`config.mk`:
```
export PLATFORM = sky130hd
export DESIGN_NAME = timer_set_seq
export DESIGN_NICKNAME = d
export VERILOG_FILES = /design/src/rtl/timer_set_seq.sv
export SDC_FILE = /design/constraint.sdc
export NUM_CORES = 1
export LEC_CHECK = 0
export ABC_AREA = 0
export BUFFER_PORTS_ARGS = -buffer_cell sky130_fd_sc_hd__buf_2
export CAP_MARGIN = 5
export CORE_MARGIN = 3
export CORE_UTILIZATION = 44
export DETAILED_ROUTE_END_ITERATION = 8
export PLACE_DENSITY_LB_ADDON = 0.05
export SYNTH_ARGS = -nofsm -noshare
export SYNTH_HDL_FRONTEND = slang
export SYNTH_SLANG_ARGS = --single-unit
```
`constraint.sdc`:
```
create_clock -name clk -period 4.45 [get_ports clk]
set_input_delay 0.6675 -clock clk [delete_from_list [all_inputs] [get_ports clk]]
set_output_delay 0.6675 -clock clk [all_outputs]
set_load 0.05 [all_outputs]
```
`src/rtl/timer_set_seq.sv`:
```
// Multi-field value editor: set/inc/dec/cancel buttons walk and adjust
// bounded fields, then commit them or abort on cancel or idle timeout.
`timescale 1ns/1ps
module timer_set_seq #(
  parameter  int NUM_FIELDS = 3,
  parameter  int FIELD_W    = 6,
  parameter  int TIMEOUT    = 1000,
  localparam int SEL_W = (NUM_FIELDS > 2) ? $clog2(NUM_FIELDS) : 1,
  localparam int TO_W  = $clog2(TIMEOUT + 1),
  localparam int VW    = NUM_FIELDS * FIELD_W
) (
  input  logic               clk,
  input  logic               rst_n,
  input  logic               set_btn,
  input  logic               inc_btn,
  input  logic               dec_btn,
  input  logic               cancel_btn,
  input  logic [VW-1:0]      cur_val,
  input  logic [VW-1:0]      field_min,
  input  logic [VW-1:0]      field_max,
  output logic               editing,
  output logic [SEL_W-1:0]   sel,
  output logic [FIELD_W-1:0] edit_val,
  output logic               commit,
  output logic [VW-1:0]      commit_val,
  output logic               timed_out
);

  typedef enum logic [1:0] {
    IDLE, LOAD, EDIT, COMMIT
  } state_t;

  localparam logic [SEL_W-1:0] LAST = SEL_W'(NUM_FIELDS - 1);

  state_t             state, state_d;
  logic [VW-1:0]      fld, fld_d;
  logic [SEL_W-1:0]   sel_d;
  logic [TO_W-1:0]    to_cnt, to_d;
  logic [FIELD_W-1:0] cur_f, mn_f, mx_f;
  logic [FIELD_W-1:0] inc_v, dec_v, nv;
  logic               any_btn, expire;

  assign any_btn = set_btn | inc_btn | dec_btn | cancel_btn;
  assign expire  = (to_cnt == TO_W'(TIMEOUT - 1)) && !any_btn;

  always_ff @(posedge clk or negedge rst_n) begin
    if (!rst_n) state <= IDLE;
    else        state <= state_d;
  end

  always_comb begin
    state_d = state;
    unique case (state)
      IDLE:   if (set_btn) state_d = LOAD;
      LOAD:   state_d = EDIT;
      EDIT: begin
        if (cancel_btn)                   state_d = IDLE;
        else if (set_btn && sel == LAST) state_d = COMMIT;
        else if (expire)                  state_d = IDLE;
      end
      COMMIT: state_d = IDLE;
      default: state_d = IDLE;
    endcase
  end

  always_comb begin
    cur_f = '0;
    mn_f  = '0;
    mx_f  = '0;
    for (int i = 0; i < NUM_FIELDS; i++) begin
      if (sel == SEL_W'(i)) begin
        cur_f = fld[i*FIELD_W +: FIELD_W];
        mn_f  = field_min[i*FIELD_W +: FIELD_W];
        mx_f  = field_max[i*FIELD_W +: FIELD_W];
      end
    end
    inc_v = (cur_f == mx_f) ? mn_f : cur_f + 1'b1;
    dec_v = (cur_f == mn_f) ? mx_f : cur_f - 1'b1;
  end

  always_comb begin
    fld_d = fld;
    sel_d = sel;
    to_d  = to_cnt;
    unique case (state)
      LOAD: begin
        for (int i = 0; i < NUM_FIELDS; i++) begin
          if (cur_val[i*FIELD_W +: FIELD_W] >= field_min[i*FIELD_W +: FIELD_W] &&
              cur_val[i*FIELD_W +: FIELD_W] <= field_max[i*FIELD_W +: FIELD_W])
            fld_d[i*FIELD_W +: FIELD_W] = cur_val[i*FIELD_W +: FIELD_W];
          else
            fld_d[i*FIELD_W +: FIELD_W] = field_min[i*FIELD_W +: FIELD_W];
        end
        sel_d = '0;
        to_d  = '0;
      end
      EDIT: begin
        to_d = (any_btn || expire) ? '0 : to_cnt + 1'b1;
        if (cancel_btn || expire) begin
          sel_d = '0;
        end else if (set_btn) begin
          if (sel != LAST) sel_d = sel + 1'b1;
        end else if (inc_btn != dec_btn) begin
          for (int i = 0; i < NUM_FIELDS; i++)
            if (sel == SEL_W'(i))
              fld_d[i*FIELD_W +: FIELD_W] = inc_btn ? inc_v : dec_v;
        end
      end
      COMMIT: sel_d = '0;
      default: ;
    endcase
    nv = '0;
    for (int i = 0; i < NUM_FIELDS; i++)
      if (sel_d == SEL_W'(i)) nv = fld_d[i*FIELD_W +: FIELD_W];
  end

  always_ff @(posedge clk or negedge rst_n) begin
    if (!rst_n) begin
      fld        <= '0;
      sel        <= '0;
      to_cnt     <= '0;
      editing    <= 1'b0;
      edit_val   <= '0;
      commit     <= 1'b0;
      commit_val <= '0;
      timed_out  <= 1'b0;
    end else begin
      fld       <= fld_d;
      sel       <= sel_d;
      to_cnt    <= to_d;
      editing   <= (state_d != IDLE);
      edit_val  <= nv;
      commit    <= (state_d == COMMIT);
      timed_out <= (state == EDIT) && expire;
      if (state_d == COMMIT) commit_val <= fld_d;
    end
  end

endmodule

```
=== Word-level counts from Yosys, hierarchy flattened ===
Cells that the tools add are included.

* Bits in registers: 59
* Bits in latches: 0
* Memory bits (writable): 0
* ROM bits: 0
* Output and inout port bits: 29
* Word-level logic and storage cells: 86
* Memories kept: 0

* Add/subtract/negate cells: 4
* $mul: 0
* Div/mod/pow operators: 0
* Magnitude comparators: 6
* Equal/unequal tests: 13
* Shift operators: 0
* Multiplexer cells: 36
* Bitwise gates (word level): 3
* Reduce and logical (&&, ||, !) cells: 15

{| class="wikitable"
|+ Operators with widths
! operator !! count
|-
| $mux 6 || 21
|-
| $mux 18 || 3
|-
| $pmux 18 s2 || 1
|-
| $pmux 10 s2 || 1
|-
| $ge 6x6->1 || 3
|-
| $le 6x6->1 || 3
|-
| $mux 2 || 7
|-
| $eq 6x6->1 || 2
|-
| $add 10x1->10 const B || 1
|-
| $eq 10x10->1 const B || 1
|-
| $eq 2x2->1 const B || 5
|-
| $mux 10 || 1
|-
| $pmux 2 s4 || 1
|-
| $add 6x1->6 const B || 1
|-
| $eq 2x1->1 const B || 3
|-
| $logic_and 1x1->1 || 6
|-
| $logic_not 2->1 || 3
|-
| $sub 6x1->6 const B || 1
|-
| $pmux 2 s2 || 1
|-
| $reduce_bool 2->1 || 2
|-
| $or 1x1->1 || 3
|-
| $add 2x1->2 const B || 1
|-
| $logic_or 1x1->1 || 2
|-
| $ne 2x2->1 const B || 1
|-
| 3 further kinds || 3
|}

=== Logic depth before layout (Yosys ltp) ===
Gate-level depths: netlist (run 1).

* Depth in word-level cells: 15
* Gate-level depth with buffers: 15
* Gate-level depth less buffers: 13

=== Least setup slack after synthesis (run 1) ===
OpenSTA, ideal clock, no wires.

* Path type: reg-to-reg
* Start point: reg sel[1]
* End point: reg commit_val[5]
* Library setup time: 125 ps
* Arrival: 3443 ps
* Data required time: 4325 ps
* Slack: 882 ps
* Stages on the path, launching flop included: 15
* Cell sequence: dfrtp_1 -> inv_1 -> ha_1 -> buf_6 -> buf_12 -> buf_8 -> buf_8 -> nand3b_1 -> a22oi_1 -> xnor2_1 -> nand2_1 -> or3_4 -> a32o_1 -> or3_4 -> mux2_4

* Longest elaborated chain between the ends: 12

{| class="wikitable"
|+ RTL lines
! what !! RTL line !! source
|-
| start: declaration || 22 || <nowiki>output logic [SEL_W-1:0] sel,</nowiki>
|-
| start signal: assignment || 129 || <nowiki>sel <= sel_d;</nowiki>
|-
| $logic_not 2->1 || 71, 105 ||
|-
| $mux 6 (3 in a row) || 71 || <nowiki>if (sel == SEL_W'(i)) begin</nowiki>
|-
| $sub 6x1->6, or another cell as far along || 78 || <nowiki>dec_v = (cur_f == mn_f) ? mx_f : cur_f - 1'b1;</nowiki>
|-
| $mux 6, on equally long branches || 78, 77 ||
|-
| $mux 6 || 106 || <nowiki>fld_d[i*FIELD_W +: FIELD_W] = inc_btn ? inc_v : dec_v;</nowiki>
|-
| $mux 6 * || 105 || <nowiki>if (sel == SEL_W'(i))</nowiki>
|-
| $mux 18 * || 103 || <nowiki>end else if (inc_btn != dec_btn) begin</nowiki>
|-
| $mux 18 * || 101 || <nowiki>end else if (set_btn) begin</nowiki>
|-
| $mux 18 * || 99 || <nowiki>if (cancel_btn || expire) begin</nowiki>
|-
| $pmux 18 s2 * || 85 || <nowiki>unique case (state)</nowiki>
|-
| via fld_d[5] || 36 || <nowiki>logic [VW-1:0] fld, fld_d;</nowiki>
|-
| end signal: assignment || 135 || <nowiki>if (state_d == COMMIT) commit_val <= fld_d;</nowiki>
|-
| end: declaration || 25 || <nowiki>output logic [VW-1:0] commit_val,</nowiki>
|}

The timed path passes the listed nets; every way through them passes the cells marked *.
A chain may end at the register's enable or synchronous reset.

=== Worst setup path after layout (run 1) ===
* Start point: reg sel[0]
* End point: reg commit_val[5]

Same word-level chain as after synthesis.

==> flow_results.org, run 1 <==
** Min path
- The tightest min-delay check is of the in2async type.

** Synthesis
- Post-synth top flop :: dfrtp_1
- Flop and latch count out of synthesis :: 59
- Post-Synthesis Net Count :: 707
- Number of standard cells after synthesis :: 601
- Summed over its instances, the top area cell type makes up 28.2% of the synthesized netlist area.
- Leading area contributor after synthesis :: dfrtp_1
- By area the synthesized netlist is led by dfrtp_1 28%, ha_1 11%, a21oi_1 5.6%.
- In this run the mean area of a mapped cell was 8.70 sq um.
- Cell variety after synth :: 75
- In this run the cell area of the synthesized design comes to 5230 sq um.
- Counting flops with a built-in enable in the synthesized netlist gives 0.
- Counting flops with an async set or reset pin after synthesis yields a share of 100%.
- Sequential-to-total area share from yosys stat :: 28.2%
- The Yosys step of the flow raised 0 warnings.

** Worst setup path
- Category of the worst setup path launch point :: flop
- STA classifies the critical path endpoint as a flop.
- Internal reg-to-reg setup slack :: 580 ps
- Signal arrival time at the worst endpoint :: 4090 ps
- For the worst setup path, the data required time is 4660 ps.
- Highest net fanout along the worst path :: 22
- Number of cell instances on the worst register-to-register path :: 12
- Worst reg2reg path startpoint :: sel[0]
- The critical path in this run is classified as reg2reg.
- Reg-to-reg critical path endpoint :: commit_val[5]

** Floorplanning
- Die W :: 115 microns
- Num ports :: 89
- Core Region :: 11,500 sq um
- The die covers 13,200 sq um.
- Initial Util :: 45.4%
- From bottom edge to top edge, the die measures 115 microns.
- Number of placement rows :: 39

** Finish
- Net count of the finished layout :: 797
- Of the cells placed in the final design, the portion with a size suffix greater than 1 is 22.0%.
- The library cell used most frequently in the layout, excluding fill and tap cells, is buf_2.
- Total inserted antenna cells :: 0
- Non-filler cells, final :: 838
- In the layout the commonest cells are 88 x buf_2, 59 x a21oi_1, 59 x dfrtp_1, 52 x inv_1, 46 x ha_1.
- The area growth from synthesis to layout is 16.6%.

** Status
- Run status :: complete, no violations

** Route
- Final wirelength :: 17.6 mm
- Via density :: 6.09
- Pre-antenna DRT Iters :: 5
- The first routing iteration left 496 violations.
- DRC viols :: 0
- Total vias in the final route :: 5,103
- After detailed routing, the average wire length per cell comes to 21.1 microns.
- In this run the remaining antenna-violating nets after routing total 0.

** Clock tree
- TritonCTS clock tree :: built
- Once the clock tree was built, the resizer swapped 0 gates to a different size.
- Buffers inserted to repair hold after CTS numbered 0.
- # H-tree levels :: 3
- Clock Sink Count :: 59
- The cell sitting at the root of the clock tree is a clkbuf_16.
- Later-pin clock latency in the skew report :: 330 ps
- The clock passes through at most 2 buffers.
- Clock transition at path regs :: 60 ps
- In this run, CTS created clock tree buffers numbering 9.
- Setup Fix Bufs, Post-CTS :: 0

** STA
- Across the routed clock network, the largest skew measured is 11.9 ps.
- Derived from the worst setup path, the maximum achievable clock frequency is 258 MHz.
- For the final routed database, the setup TNS stands at 0 ps.
- Tightest slew margin relative to the limit :: 51.0%
- Setup-violating endpoint count in the final report :: 0
- Final max-slew violation count :: 0
- The final-report hold violation count is 0.
- Tightest hold margin :: 277 ps
- Dividing the final minimum period by the clock period gives 87.0%.
- For the finished layout, the period the worst path requires is 3870 ps.
- Setup repair after global routing missed its margin :: false
- Final worst setup slack :: 578 ps
- Tightest Pin Transition :: 727 ps

** Global route
- Maximum number of pins on one net before global-route repair :: 44
- Global routing used 27.0% of the available tracks.
- The initial antenna violation count was 0.
- Overflow left after global routing :: 0
- Vias in the first global route :: 4,949
- The first global-routing pass estimated 27.6 mm of wire.

** Placement
- Pre-CTS setup slack :: 629 ps
- Routability-driven placement finished with a final weighted congestion of 0.913.
- Port bufs :: 88
- HPWL Detailed :: 14.0 mm
- After detailed placement, the design holds a cell count of 823.

** Run
- Across the run, the number of max-cap violations was 0.

** Pwr
- Across the VDD grid, the largest voltage drop is 0.000509 V.
- Static leakage :: 2.91 nW
- Power density over the cells :: 783 nW/um^2
how the worst max path moves through the flow:
stage | from | to | slack, ps | cells past startpoint
CTS | sel[0] | commit_val[5] | 620 | 12
global placement | sel[0] | edit_val[3] | 710 | 10
floorplan | sel[1] | commit_val[5] | 880 | 14
detailed placement | sel[0] | commit_val[5] | 630 | 12
finish | sel[0] | commit_val[5] | 580 | 12
global route | sel[0] | commit_val[1] | 320 | 13
kinds of logic (layout without fill, tap and decap cells):
group / Yosys count / count (layout) / share of synthesized area, %
xor+xnor: 23 / 23 / 4.14
compound gates: 198 / 198 / 27.4
buf+inv: 76 / 170 / 7.32
simple gates: 189 / 189 / 19.8
mux: 10 / 10 / 2.13
flops: 59 / 59 / 28.2
fa+ha+maj: 46 / 46 / 11.0
report_power, final:
part | switching, W | total (W) | internal [W]
Sequential | 0.000106 | 0.000817 | 0.000711
Combinational | 0.00217 | 0.00319 | 0.00101
Clock | 0.000253 | 0.000770 | 0.000517
Total | 0.00253 | 0.00477 | 0.00224
final cells by class:
type | instances | area [sq um]
clock inverters | 4 | 73.8
multi-input cells | 466 | 3370
repair buffers | 100 | 531
flip-flops and latches | 59 | 1480
clock buffers | 11 | 253
inverters | 55 | 211
well taps | 143 | 179
fillers | 1131 | 5420
synthesized netlist by cell type, drive strengths merged, types with 13 or more instances:
cell and number:
inv 54, nand3 31, a21oi 66, buf 17
o21ai 29, nor2 37, ha 46, nand2 41
dfrtp 59, nand3b 21, o21a 15, a22oi 13
per-stage QoR:
| step | area, sq um | util, % | power, W |
|---|---|---|---|
| global placement | 5770 | 50.1 | 0.00394 |
| CTS | 6100 | 52.9 | 0.00472 |
| detailed placement | 5770 | 50.1 | 0.00392 |
| finish | 6100 | 52.9 | 0.00477 |
| global route | 6100 | 52.9 | 0.00507 |
| floorplan | 5230 | - | 0.00319 |
per-layer routing:
metal	track usage (%)	vias up	part of all wire, %
li1	-	2409	-
met1	40.2	2441	46
met2	40.5	227	45
met3	4.89	26	7.5
met4	6.96	0	1.6
met5	0	-	0
state kept, by name, indices dropped and copies added, names as in the netlist:
name        count
sel             2
to_cnt         10
commit          1
editing         1
timed_out       1
fld            18
state           2
commit_val     18
edit_val        6
worst max-delay path: stages (launching register included):
cell	delay, ps
dfrtp_1	420
inv_1	140
ha_1	290
buf_4	320
buf_4	260
a21oi_1	80
a22oi_1	330
xnor2_1	190
nand4_2	260
or3_4	470
a32o_1	320
or3_4	380
mux2_4	260
No activity file was read; power rests on OpenSTA's default activity.
==> run 2, diff against run 1 <==
- REMOVE_ABC_BUFFERS: default -> 1
==> run 2 against run 1 <==
Highest routed layer unchanged. Critical path type unchanged. Maximum frequency about the same. Sequential share of layout area increased by 0.14 points. First-iteration DRC count decreased by 28%. Utilization down 0.30 points. Count of clock-buffer cells in the layout did not move.
==> flow_results.org, run 2 (synthesized netlist as in run 1, its figures left out) <==
** Finish
- In the layout the commonest cells are 88 x buf_2, 59 x a21oi_1, 59 x dfrtp_1, 52 x inv_1, 46 x ha_1.
- Post-route standard cell area excluding fillers :: 6060 sq um
- The repair_antennas step left the layout with diodes totalling 0.
- Largest registers in the final layout :: commit_val (18), fld (18), to_cnt (10)
- Leaving out fill and tap cells, the most frequent cell in the layout is buf_2.
- From synthesis to final layout, the design area changed by 15.9%.
- The post-route netlist has 21.7% of its cells at a drive strength greater than 1.
- After the last flow step, the layout net total stands at 796.

** Floorplanning
- Number of placement rows :: 39
- Core Region :: 11,500 sq um
- The die is 115 microns wide.
- The floorplan step defined a die boundary enclosing 13,200 sq um.
- For this configuration, the core starts out at a cell density of 45.4%.
- Die extent in y :: 115 microns
- 89 I/O pins were placed.

** Route
- After detailed routing, the average wire length per cell comes to 20.1 microns.
- In this run the remaining antenna-violating nets after routing total 0.
- The routed layout has 4,946 vias.
- The routed design has 16.8 mm of wire.
- After detailed routing, the number of remaining DRC violations is 0.
- Via density :: 5.90
- Number of DRC violations after detailed-routing iteration 0 :: 356
- Pre-antenna DRT Iters :: 5

** Worst setup path
- The worst setup path is captured at a flop.
- Signal arrival time at the worst endpoint :: 4080 ps
- STA classifies the critical path startpoint as a flop.
- For this design, the slowest cell found on the critical path is or4_1.
- Internal reg-to-reg setup slack :: 580 ps
- Highest net fanout along the worst path :: 34
- Max incr delay on CP :: 730 ps
- Traced cell by cell, the critical path runs through inv_1 -> ha_1 -> buf_4 -> inv_6 -> a2bb2oi_1 -> xor2_1 -> or4_1 -> o211ai_2 -> a41oi_1 -> or3_1 -> mux2_2.
- In this run the critical register-to-register path is launched from sel[0].
- Required arrival time at the worst endpoint :: 4660 ps
- Number of cell instances on the worst register-to-register path :: 11
- Reg-to-reg critical path endpoint :: commit_val[2]
- By startpoint and endpoint, the worst setup path is classified as reg2reg.

** STA
- At the pin with the least slew margin, the transition time is 971 ps.
- Endpoints failing hold :: 0
- Setup-violating endpoint count in the final report :: 0
- Setup repair after global routing left no endpoint under its margin.
- On the final layout, the worst clock skew is 4.96 ps.
- The count of final max-slew check failures was 0.
- Tightest slew margin relative to the limit :: 34.4%
- Crit path time final :: 3870 ps
- Of the available clock period, the critical path in the final layout requires 86.9%.
- Total Negative Setup Slacks :: 0 ps
- Peak Freq :: 258 MHz

** Clock tree
- Clk buf depth :: 2
- Number of instances resized during post-cts repair :: 0
- TritonCTS built the clock tree.
- The clock reaches the later pin of the worst-skew pair after 330 ps.
- Clock transition at path regs :: 50 ps
- The tree is rooted in a clkbuf_16.
- # H-tree levels :: 3
- The clock drives 59 sinks.
- In this run the post-CTS setup repair buffer count came out at 0.
- In this run, CTS created clock tree buffers numbering 9.
- Hold repair after CTS inserted 0 buffers.

** Global route
- The via count of the first global-routing pass came to 4,922.
- The initial antenna violation count came to 0.
- Maximum number of pins on one net before global-route repair :: 60
- Across every metal layer, demand over resource in global routing totals 26.0%.
- The first global-routing pass estimated 26.5 mm of wire.
- Overflow left after global routing :: 0

** Status
- Run status :: complete, no violations

** Pwr
- IR analysis of the VDD net gives a maximum drop of 0.000394 V.
- For this design the static power due to leakage is 2.89 nW.
- Power spread over the standard cell area amounts to 763 nW/um^2.
- Total power for the finished layout comes to 0.00463 W.

** Min path
- The worst hold path belongs to the class in2async.

** Placement
- Detailed placement finished with a half-perimeter wire length of 13.5 mm.
- The congestion estimate from routability-driven global placement came to 0.994.
- The placed instances occupy a cell area of 5780 sq um.
- Buffers placed on the I/O ports in this run total 88.

** Run
- Max-Cap Viols :: 0
## run 2: cell types whose count changed in the layout (fill, tap and decap cells not counted)
cell	before	now
clkinv_2	1	3
bufinv_16	2	1
buf_4	12	10
clkbuf_8	2	0
clkbuf_1	0	2
buf_12	0	1
## run 2: worst max-delay path by stage
stage	start	depth (start not counted)	slack (ps)	end
5_1_grt	sel[0]	11	380	commit_val[2]
6_report	sel[0]	11	580	commit_val[2]
4_1_cts	sel[0]	11	640	commit_val[2]
3_3_place_gp	sel[0]	11	790	commit_val[2]
3_5_place_dp	sel[0]	11	650	commit_val[2]
2_1_floorplan	sel[0]	10	460	commit_val[2]
## run 2: power breakdown
part           leakage [nW]  total [W]  switching (W)  internal (W)
Sequential            0.770   0.000812       0.000102      0.000711
Clock                 0.143   0.000671       0.000241      0.000431
Combinational          1.98    0.00314        0.00212       0.00103
Total                  2.89    0.00463        0.00246       0.00217
## run 2: cell type report
cell class	instances	area (sq um)
clock buffers	11	233
clock inverters	5	53.8
fillers	1145	5450
inverters	55	211
multi-input cells	466	3370
flip-flops and latches	59	1480
well taps	143	179
repair buffers	99	536
## run 2: stage by stage
step / utilization, % / cells / worst slack (ps) / hold WS [ps]
after detailed placement: 50.2 / 822 / 648 / 488
after global routing: 52.6 / 838 / 379 / 534
after CTS: 52.6 / 838 / 638 / 512
after floorplan: - / 580 / 459 / 372
after global placement: 50.2 / 822 / 794 / 486
final: 52.6 / 838 / 581 / 478
## run 2: routing by layer
layer / vias up / GRT usage, % / part of all wire (%)
li1: 2400 / - / -
met1: 2388 / 33.9 / 45
met2: 129 / 44.0 / 48
met3: 29 / 4.68 / 4.4
met4: 0 / 7.36 / 2.1
met5: - / 0 / 0
## run 2: worst max-delay path: cells and delay by family, from the launching register on
| family | cells | cell delay, ps |
|---|---|---|
| mux | 1 | 270 |
| flops | 1 | 430 |
| xor+xnor | 1 | 190 |
| buf+inv | 3 | 600 |
| fa+ha+maj | 1 | 220 |
| simple gates | 2 | 1130 |
| compound gates | 3 | 880 |
